`src/rtl/lcd_pkg.sv`:
```
// Shared definitions for the LCD command port: FSM states, command word fields, queue entry type.
// No logic of its own; latency n/a.
// Backpressure n/a; consumers decide overflow handling.
package lcd_pkg;

  // Transfer sequencer states, in the order a command walks through them
  typedef enum logic [2:0] {
    PWRUP = 3'd0,
    IDLE  = 3'd1,
    SETUP = 3'd2,
    PULSE = 3'd3,
    HOLD  = 3'd4,
    EXEC  = 3'd5
  } lcd_state_e;

  // Bit positions inside the 32-bit store word
  localparam int LCD_ON_BIT      = 31;
  localparam int LCD_CLR_OVF_BIT = 30;
  localparam int LCD_RS_BIT      = 9;

  // Panel instructions that need the long execution wait
  localparam logic [7:0] CMD_CLEAR = 8'h01;
  localparam logic [7:0] CMD_HOME  = 8'h02;

  // One queued bus transfer: register select plus data byte
  typedef struct packed {
    logic       rs;
    logic [7:0] data;
  } lcd_cmd_t;

  // Clear and home are instructions (rs=0) that take far longer to execute
  function automatic logic is_long_cmd(input lcd_cmd_t cmd);
    return (!cmd.rs) && ((cmd.data == CMD_CLEAR) || (cmd.data == CMD_HOME));
  endfunction

endpackage

```
`src/rtl/lcd_cmd_fifo.sv`:
```
// Synchronous command queue holding {rs,data} entries between the store port and the bus sequencer.
// Latency: a pushed entry is visible at the head on the cycle after the push edge.
// Backpressure: push ignored when full unless a pop happens on the same edge; pop ignored when empty.
module lcd_cmd_fifo
  import lcd_pkg::*;
#(
  parameter int DEPTH = 4
) (
  input  logic                      clk,
  input  logic                      rst,
  input  logic                      push,
  input  lcd_cmd_t                  push_dat,
  input  logic                      pop,
  output lcd_cmd_t                  pop_dat,
  output logic                      full,
  output logic                      empty,
  output logic [$clog2(DEPTH):0]    level
);

  localparam int AW = $clog2(DEPTH);

  lcd_cmd_t        mem [DEPTH];
  logic [AW:0]     wptr;
  logic [AW:0]     rptr;
  logic            do_push;
  logic            do_pop;

  // Pointers carry one extra wrap bit so full and empty are distinguishable
  assign level   = wptr - rptr;
  assign full    = (level == (AW+1)'(DEPTH));
  assign empty   = (wptr == rptr);
  assign pop_dat = mem[rptr[AW-1:0]];

  // A pop on the same edge frees the slot, so a push into a full queue is still taken
  assign do_pop  = pop && !empty;
  assign do_push = push && (!full || do_pop);

  // Storage array: written only on accepted pushes, never reset
  always_ff @(posedge clk) begin
    if (do_push) begin
      mem[wptr[AW-1:0]] <= push_dat;
    end
  end

  // Read/write pointers, free-running with natural wrap
  always_ff @(posedge clk) begin
    if (rst) begin
      wptr <= '0;
      rptr <= '0;
    end else begin
      if (do_push) wptr <= wptr + 1'b1;
      if (do_pop)  rptr <= rptr + 1'b1;
    end
  end

endmodule

```
`src/rtl/lcd_ctrl.sv`:
```
// Replays queued LCD store words onto an HD44780-style 8-bit bus with setup/enable/hold/exec timing.
// Latency: push at edge N raises E at edge N+1+T_SETUP when the sequencer is idle.
// Backpressure: none toward the CPU; a store into a full queue is dropped and flagged in status (ovf).
module lcd_ctrl
  import lcd_pkg::*;
#(
  parameter int FIFO_DEPTH  = 4,
  parameter int T_PWRUP     = 750000,
  parameter int T_SETUP     = 2,
  parameter int T_PULSE     = 12,
  parameter int T_HOLD      = 2,
  parameter int T_EXEC      = 2000,
  parameter int T_EXEC_LONG = 82000
) (
  input  logic        clk_i,
  input  logic        rst_i,
  input  logic        wr_en_i,
  input  logic [31:0] wr_data_i,
  output logic [31:0] status_o,
  output logic [7:0]  lcd_data_o,
  output logic        lcd_rs_o,
  output logic        lcd_rw_o,
  output logic        lcd_en_o,
  output logic        lcd_on_o
);

  localparam int LW = $clog2(FIFO_DEPTH) + 1;

  // Counter reload values. Power-up loads one less because the first
  // PWRUP cycle after reset is spent loading a cleared counter.
  localparam logic [31:0] L_PWRUP = (T_PWRUP > 1) ? 32'(T_PWRUP - 1) : 32'd1;
  localparam logic [31:0] L_SETUP = 32'(T_SETUP);
  localparam logic [31:0] L_PULSE = 32'(T_PULSE);
  localparam logic [31:0] L_HOLD  = 32'(T_HOLD);
  localparam logic [31:0] L_EXEC  = 32'(T_EXEC);
  localparam logic [31:0] L_LONG  = 32'(T_EXEC_LONG);

  lcd_state_e     state;
  logic [31:0]    cnt;
  logic           ovf;

  lcd_cmd_t       wr_cmd;
  lcd_cmd_t       head;
  lcd_cmd_t       cur_cmd;
  logic           clr_req;
  logic           push_req;
  logic           pop;
  logic           full;
  logic           empty;
  logic [LW-1:0]  level;
  logic           busy;
  logic           unused_bits;

  // Decode the store word: a clr_ovf store is a control write and never enters the queue
  assign wr_cmd   = '{rs: wr_data_i[LCD_RS_BIT], data: wr_data_i[7:0]};
  assign clr_req  = wr_en_i &&  wr_data_i[LCD_CLR_OVF_BIT];
  assign push_req = wr_en_i && !wr_data_i[LCD_CLR_OVF_BIT];
  assign unused_bits = ^{wr_data_i[29:10], wr_data_i[8]};

  // The sequencer takes the head only while idle
  assign pop = (state == IDLE) && !empty;

  lcd_cmd_fifo #(
    .DEPTH (FIFO_DEPTH)
  ) u_fifo (
    .clk      (clk_i),
    .rst      (rst_i),
    .push     (push_req),
    .push_dat (wr_cmd),
    .pop      (pop),
    .pop_dat  (head),
    .full     (full),
    .empty    (empty),
    .level    (level)
  );

  // Busy covers power-up, any transfer in flight and anything still queued
  assign busy     = (state != IDLE) || !empty;
  assign status_o = {lcd_on_o, ovf, 20'b0, 8'(level), full, busy};

  // The panel is write-only; no busy-flag readback
  assign lcd_rw_o = 1'b0;

  // The bus outputs double as the latch for the command being replayed
  assign cur_cmd = '{rs: lcd_rs_o, data: lcd_data_o};

  // Power/backlight follows every store, whether or not the word is queued
  always_ff @(posedge clk_i) begin
    if (rst_i) begin
      lcd_on_o <= 1'b0;
    end else if (wr_en_i) begin
      lcd_on_o <= wr_data_i[LCD_ON_BIT];
    end
  end

  // Sticky overflow: set when a store is lost to a full queue, cleared only by software
  always_ff @(posedge clk_i) begin
    if (rst_i) begin
      ovf <= 1'b0;
    end else if (clr_req) begin
      ovf <= 1'b0;
    end else if (push_req && full && !pop) begin
      ovf <= 1'b1;
    end
  end

  // Transfer sequencer: one down-counter loaded on state entry, leave the state when it reads 1
  always_ff @(posedge clk_i) begin
    if (rst_i) begin
      state      <= PWRUP;
      cnt        <= '0;
      lcd_en_o   <= 1'b0;
      lcd_rs_o   <= 1'b0;
      lcd_data_o <= 8'h00;
    end else begin
      case (state)
        PWRUP: begin
          if (cnt == 32'd1) begin
            state <= IDLE;
            cnt   <= '0;
          end else if (cnt == 32'd0) begin
            cnt <= L_PWRUP;
          end else begin
            cnt <= cnt - 32'd1;
          end
        end
        IDLE: begin
          // Bus lines move only here; they keep the last value while idle
          if (!empty) begin
            state      <= SETUP;
            cnt        <= L_SETUP;
            lcd_rs_o   <= head.rs;
            lcd_data_o <= head.data;
          end
        end
        SETUP: begin
          if (cnt == 32'd1) begin
            state    <= PULSE;
            cnt      <= L_PULSE;
            lcd_en_o <= 1'b1;
          end else begin
            cnt <= cnt - 32'd1;
          end
        end
        PULSE: begin
          if (cnt == 32'd1) begin
            state    <= HOLD;
            cnt      <= L_HOLD;
            lcd_en_o <= 1'b0;
          end else begin
            cnt <= cnt - 32'd1;
          end
        end
        HOLD: begin
          if (cnt == 32'd1) begin
            state <= EXEC;
            cnt   <= is_long_cmd(cur_cmd) ? L_LONG : L_EXEC;
          end else begin
            cnt <= cnt - 32'd1;
          end
        end
        EXEC: begin
          if (cnt == 32'd1) begin
            state <= IDLE;
            cnt   <= '0;
          end else begin
            cnt <= cnt - 32'd1;
          end
        end
        default: begin
          state    <= PWRUP;
          cnt      <= '0;
          lcd_en_o <= 1'b0;
        end
      endcase
    end
  end

endmodule
```
`config.mk`:
```
export PLATFORM = sky130hd
export DESIGN_NAME = lcd_ctrl
export DESIGN_NICKNAME = d
export VERILOG_FILES = /design/src/rtl/lcd_pkg.sv /design/src/rtl/lcd_cmd_fifo.sv /design/src/rtl/lcd_ctrl.sv
export SDC_FILE = /design/constraint.sdc
export NUM_CORES = 1
export LEC_CHECK = 0
export ABC_AREA = 1
export BUFFER_PORTS_ARGS = -buffer_cell sky130_fd_sc_hd__buf_2
export CAP_MARGIN = 20
export CORE_MARGIN = 4
export CORE_UTILIZATION = 50
export DETAILED_ROUTE_END_ITERATION = 8
export GPL_TIMING_DRIVEN = 0
export PLACE_DENSITY = 0.75
export SYNTH_ARGS = -nofsm -noshare
export SYNTH_HDL_FRONTEND = slang
export SYNTH_SLANG_ARGS = --single-unit
```
`constraint.sdc`:
```
create_clock -name clk_i -period 4.8 [get_ports clk_i]
set_input_delay 0.72 -clock clk_i [delete_from_list [all_inputs] [get_ports clk_i]]
set_output_delay 0.72 -clock clk_i [all_outputs]
set_load 0.02 [all_outputs]
```
==> results.md, run 1 <==
* Cells after DPL at 784
* Hpwl dp at 7.755 mm
* Sequential element share of the synthesized area at 0.4491
* Vias per inst at 4.936
* Commonest cells in the netlist: 107 x nor2_1, 104 x nand2_1, 53 x dfxtp_1, 53 x inv_1, 41 x o21ai_0
* Detailed Route Iter0 Violations at 255
* Tot Pwr at 3.283 mW
* Tot GR Track Use at 0.1907
* Post-synth top flop: dfxtp_1
* DIE HEIGHT at 105.7 um
* Placed Area at 5175 um^2
* WP buf/inv at 7
* CP peak stage delay at 440 ps
* Final Wtd Congestion at 0.9908
* Vias at 3,949
* CP startpoint kind: flop
* Min-Delay Path Class: flop to flop
* Sinks on Clock Net at 89
* Final nets at 711
* Max_cap viols at 0
* Fmax at 274.1 MHz
* CP Capture Type: primary output
* Proportion of layout cells with a drive suffix above 1 at 0.1714
* Area contributors post-synth: edfxtp_1 23%, dfxtp_1 22%, nor2_1 8.4%
* Initial DRT Pass Iterations at 4
* Status: completed
* Setup ws final at 1152 ps
* PostCTS Resize Cnt at 0
* DRT Wirelength at 10.26 mm
* Cells after synthesis at 600
* Initial antenna violation count at 0
* Cell Area, Synth at 4770 um^2
* WL per Instance at 12.83 um
* Antenna diode count at 0
* Peak supply drop at 0.0003149 V
* Final Max Tran Viols at 0
* First-pass GRT wire length at 17.40 mm
* Die W at 105.7 um
* CP top delay family: buffers and inverters
* Clk_lat worst skew at 360 ps
* Worst Skew at 5.489 ps
* Fin. Hold Viols at 0
* Worst-margin pin slew at 879.3 ps
* Number of synthesized flops with an enable pin at 36
* FFs w/ async S/R, synth at 0
* Finished Layout Cells at 800
* CP arrival at 2930 ps
* Initial Util at 0.5137
* P_leak at 2.454 nW
* CTS HTree Levels at 3
* Synth top area share at 0.2267
* Crit-path cells: clkbuf_1 -> inv_1 -> clkbuf_1 -> ha_1 -> nand2_1 -> inv_1 -> nand3_1 -> clkbuf_1 -> buf_4 -> buf_2
* Pin count of the biggest net entering global routing at 18
* Flops & latches, synth at 89
* Slew margin rel. at 0.4116
* Gr ovfl total at 0
* Hold-fix buffers, CTS at 0
* Most used cell, CP: clkbuf_1
* Core footprint at 9284 um^2
* Synthesis Warnings at 0
* Synth unique cells at 43
* Inserted Clock Buffers at 9
* PortBufs at 30
* RSZ-0062 raised after global routing: false
* Setup slack at placement at 1469 ps
* Routed Antenna Nets at 0
* FP Rows at 35
* WS Path Type: flop to primary output
* Setup TNS at 0 ps
* Count leader, synth: nor2_1
* Number of remaining DRC errors at 0
* Area delta synth->final at 12.36%
* Clk pin slew, worst setup/hold paths at 100 ps
* CTS tree: done
* I/O pins at 79
* CTS root buffer: clkbuf_8
* Final Instance Area at 5359 um^2
* Critical path's slowest cell: clkbuf_1
* Leading area contributor after synthesis: edfxtp_1
* CTS Buffer Depth at 2
* Avg Synthesized Cell Area at 7.949 um^2
* Vias in the first global route at 3,808
* Die Area at 11,170 um^2
* Worst Path Required at 4080 ps
* # Post-CTS Setup Buffers at 0
* Endpoints failing setup at 0
* Final Cycle Share at 0.7599
* Min Clock Period, post-route at 3648 ps
* Power per cell area at 612.7 nW/um^2
* Max Fanout on Critical Path at 10
## where the power goes
part / total (mW) / switching [mW] / internal (mW)
clock: 0.496 / 0.296 / 0.199
combinational: 1.71 / 1.11 / 0.605
sequential: 1.08 / 0.150 / 0.927
total: 3.28 / 1.55 / 1.73
## metal layers
layer	wire length, um	part of all wire	vias to the layer above	global-route usage
met5	0	0	-	0
met4	176	0.017	0	0.07401
met3	561	0.055	18	0.03491
met2	5128	0.50	105	0.3361
met1	4395	0.43	1795	0.2300
li1	-	-	2031	-
## cells in the final DEF, fill, tap and decap left out, types with 5 or more instances in the layout
| cell | n |
|---|---|
| ha_1 | 9 |
| xor2_1 | 13 |
| o21ai_0 | 41 |
| xnor2_1 | 8 |
| nand4_1 | 7 |
| nand2_2 | 8 |
| clkbuf_1 | 10 |
| o22ai_1 | 5 |
| edfxtp_1 | 36 |
| conb_1 | 26 |
| buf_2 | 33 |
| inv_2 | 6 |
| a21oi_1 | 32 |
| nor2_1 | 107 |
| a31oi_1 | 7 |
| clkbuf_8 | 9 |
| nand2_1 | 104 |
| inv_1 | 53 |
| buf_4 | 30 |
| dfxtp_1 | 53 |
| nor2_4 | 9 |
| nand3_1 | 26 |
## layout make-up
class | instances | area (um^2)
clock inverters | 7 | 60.06
inverters | 59 | 221.5
repair buffers | 30 | 150.1
clock buffers | 9 | 123.9
flip-flops and latches | 89 | 2142
fillers | 845 | 3925
well taps | 129 | 161.4
plain buffers | 45 | 292.8
multi-input cells | 432 | 2207
## registers in the layout (all words and copies together), names as in the netlist
name	flops
u_fifo.mem	36
cnt	32
lcd_data_o	8
state	3
u_fifo.rptr	3
u_fifo.wptr	3
lcd_en_o	1
lcd_on_o	1
lcd_rs_o	1
ovf	1
## path summary, 6_finish.rpt
check / to / cells after the start / slack (ps) / start
min: lcd_en_o / 2 / 480 / lcd_en_o
max reg2reg: u_fifo.mem[3][3] / 11 / 1470 / u_fifo.rptr[1]
min reg2reg: lcd_en_o / 2 / 480 / lcd_en_o
max: status_o[0] / 10 / 1150 / u_fifo.rptr[1]
## cells by family (layout without fill, tap and decap cells)
kind of cell / Yosys count / count (layout) / synth area share
flops: 89 / 89 / 0.4491
fa+ha+maj: 10 / 10 / 0.02781
compound gates: 99 / 99 / 0.1157
xor+xnor: 21 / 21 / 0.03856
other cells: 1 / 26 / 0.0007862
simple gates: 276 / 276 / 0.2602
buf+inv: 104 / 150 / 0.1078
## through the flow
stage	hold WS (ps)	util
2_1_floorplan	441.6	-
3_3_place_gp	448.8	0.5574
3_5_place_dp	463.3	0.5574
4_1_cts	486.4	0.5772
5_1_grt	508.4	0.5772
6_report	481.0	0.5772
## tightest hold or removal path: stages (launching register included)
cell     delay, ps
dfxtp_1        320
o21ai_0         70
a21oi_1         60
Note: power is estimated with default switching activity, not from simulation.
==> inputs of run 2 (changes only) <==
--- a/config.mk
+++ b/config.mk
@@ -12,7 +12,7 @@
 export CORE_UTILIZATION = 50
 export DETAILED_ROUTE_END_ITERATION = 8
 export GPL_TIMING_DRIVEN = 0
-export PLACE_DENSITY = 0.75
+export PLACE_DENSITY = 0.78
 export SYNTH_ARGS = -nofsm -noshare
 export SYNTH_HDL_FRONTEND = slang
 export SYNTH_SLANG_ARGS = --single-unit
==> constraint.sdc (replaced) <==
create_clock -name clk_i -period 2.95 [get_ports clk_i]
set_input_delay 0.4425 -clock clk_i [delete_from_list [all_inputs] [get_ports clk_i]]
set_output_delay 0.4425 -clock clk_i [all_outputs]
set_load 0.02 [all_outputs]
==> results.md, run 2 (synthesis results as in run 1) <==
* Die Area at 11,170 um^2 (unchanged)
* DRT Wirelength at 10.51 mm (+2.4%)
* Detailed Route Iter0 Violations at 249 (-2.4%)
* Hold_sp: wr_data_i[4]
* Hold-fix buffers, CTS at 0 (unchanged)
* CTS Buffer Depth at 2 (unchanged)
* Proportion of layout cells with a drive suffix above 1 at 0.1857 (+0.01435)
* Endpoints failing setup at 0 (unchanged)
* Vias in the first global route at 3,750 (-1.5%)
* Final Instance Area at 5420 um^2 (+1.1%)
* Worst-margin pin slew at 602.5 ps (-276.8 ps)
* Area delta synth->final at 13.64%
* WS Path Type: flop to primary output
* Antenna diode count at 0 (unchanged)
* Gr ovfl total at 0 (unchanged)
* Min-Delay Path Class: input port to flop
* Worst Skew at 17.31 ps (+11.82 ps)
* Peak supply drop at 0.0004876 V (+55%)
* Die W at 105.7 um (unchanged)
* Tot GR Track Use at 0.1925 (+0.001784)
* Fmax at 366.0 MHz
* Routed Antenna Nets at 0 (unchanged)
* CP startpoint kind: flop
* Initial Util at 0.5137 (unchanged)
* Core footprint at 9284 um^2 (unchanged)
* Tot Pwr at 5.386 mW (+64%)
* CP arrival at 2290 ps (-640 ps)
* Critical R2R Launch: u_fifo.rptr[1]
* Slew margin rel. at 0.5983 (+0.1867)
* Placed Area at 5175 um^2 (unchanged)
* Worst Path Required at 2510 ps (-1570 ps)
* CTS tree: done
* Max Fanout on Critical Path at 10 (unchanged)
* Final Wtd Congestion at 0.9429 (-4.8%)
* Fin. Hold Viols at 0 (unchanged)
* Clk pin slew, worst setup/hold paths at 90 ps (about the same)
* CP Capture Type: primary output
* CTS root buffer: clkbuf_8
* Max reg flops at 36 (unchanged)
* Critical path launch point: u_fifo.rptr[1]
* P_leak at 2.475 nW (+0.84%)
* Min Clock Period, post-route at 2732 ps
* Number of remaining DRC errors at 0 (unchanged)
* Commonest non-fill, non-tap cells in the layout: 104 x nand2_1, 103 x nor2_1, 53 x dfxtp_1
* I/O pins at 79 (unchanged)
* FP Rows at 35 (unchanged)
* First-pass GRT wire length at 17.39 mm (about the same)
* Final Max Tran Viols at 0 (unchanged)
* Power per cell area at 993.7 nW/um^2 (+62%)
* Vias per inst at 4.984 (+0.96%)
* Clk_lat worst skew at 370 ps (about the same)
* Hpwl dp at 7.787 mm (+0.41%)
* Setup TNS at 0 ps (unchanged)
* CTS HTree Levels at 3 (unchanged)
* WL per Instance at 13.11 um (+2.2%)
* Final Cycle Share at 0.9261
* Initial DRT Pass Iterations at 4 (unchanged)
* Status: completed
* Cells after DPL at 784 (unchanged)
* Inserted Clock Buffers at 9 (unchanged)
* Finished Layout Cells at 802 (+0.25%)
* Final nets at 713 (+0.28%)
* Most common cell after layout, fill and taps aside: nand2_1
* DIE HEIGHT at 105.7 um (unchanged)
* PortBufs at 30 (unchanged)
* RSZ-0062 raised after global routing: false
* Hold_ws at 289.9 ps (-191.1 ps)
* Initial antenna violation count at 0 (unchanged)
* Pin count of the biggest net entering global routing at 17 (-1)
* Sinks on Clock Net at 89 (unchanged)
* Max_cap viols at 0 (unchanged)
* Vias at 3,997 (+1.2%)
[run 2: cell types whose count changed in the layout (fill, tap and decap cells not counted), moves of 2 or more]
cell / previous run / this run
buf_4: 30 / 32
clkbuf_1: 10 / 8
clkinvlp_4: 1 / 3
inv_8: 2 / 0
nor2_1: 107 / 103
nor2_2: 4 / 7
[run 2: path summary, 6_finish.rpt]
kind                                    endpoint  slack, ps  cells after the start
worst min-delay path            u_fifo.mem[1][4]        290                      1
worst max register to register  u_fifo.mem[2][0]        230                     10
worst max-delay path                 status_o[0]        220                      9
worst min register to register          lcd_en_o        480                      2
[run 2: timing repair]
action | in CTS | in global routing
endpoints found under the setup margin | 37 | 37
pin swaps | 0 | 1
buffers inserted | 0 | 3
resized for setup | 6 | 4
[run 2: critical path, cell delays in order, from the launching register on]
cell        delay [ps]
dfxtp_1            400
clkbuf_4           250
clkinvlp_4         150
ha_1               300
nand2_1             50
inv_1              110
nand3_1            120
clkbuf_2           240
buf_4              170
buf_2              150
[run 2: cell type report]
cell class / instances / area, um^2
Buffer: 44 / 294.0
Clock buffer: 11 / 152.6
Clock inverter: 5 / 37.54
Fill cell: 850 / 3864
Inverter: 59 / 225.2
Multi-Input combinational cell: 432 / 2222
Sequential cell: 89 / 2142
Tap cell: 129 / 161.4
Timing Repair Buffer: 33 / 185.2
[run 2: stage by stage]
stage	utilization	setup WS, ps
floorplan	-	364.6
global placement	0.5574	-405.6
detailed placement	0.5574	-466.9
CTS	0.5788	34.32
global route	0.5838	16.11
finish	0.5838	217.9
[run 2: metal layers]
metal	GRT usage	vias up	part of all wire
met4	0.05643	0	0.019
li1	-	2036	-
met2	0.3534	119	0.51
met3	0.03001	25	0.065
met5	0	-	0
met1	0.2312	1817	0.41
[run 2: power breakdown]
group          internal [mW]  switching (mW)
Combinational          0.990            1.82
Clock                  0.363           0.461
Sequential              1.51           0.246
Total                   2.86            2.52
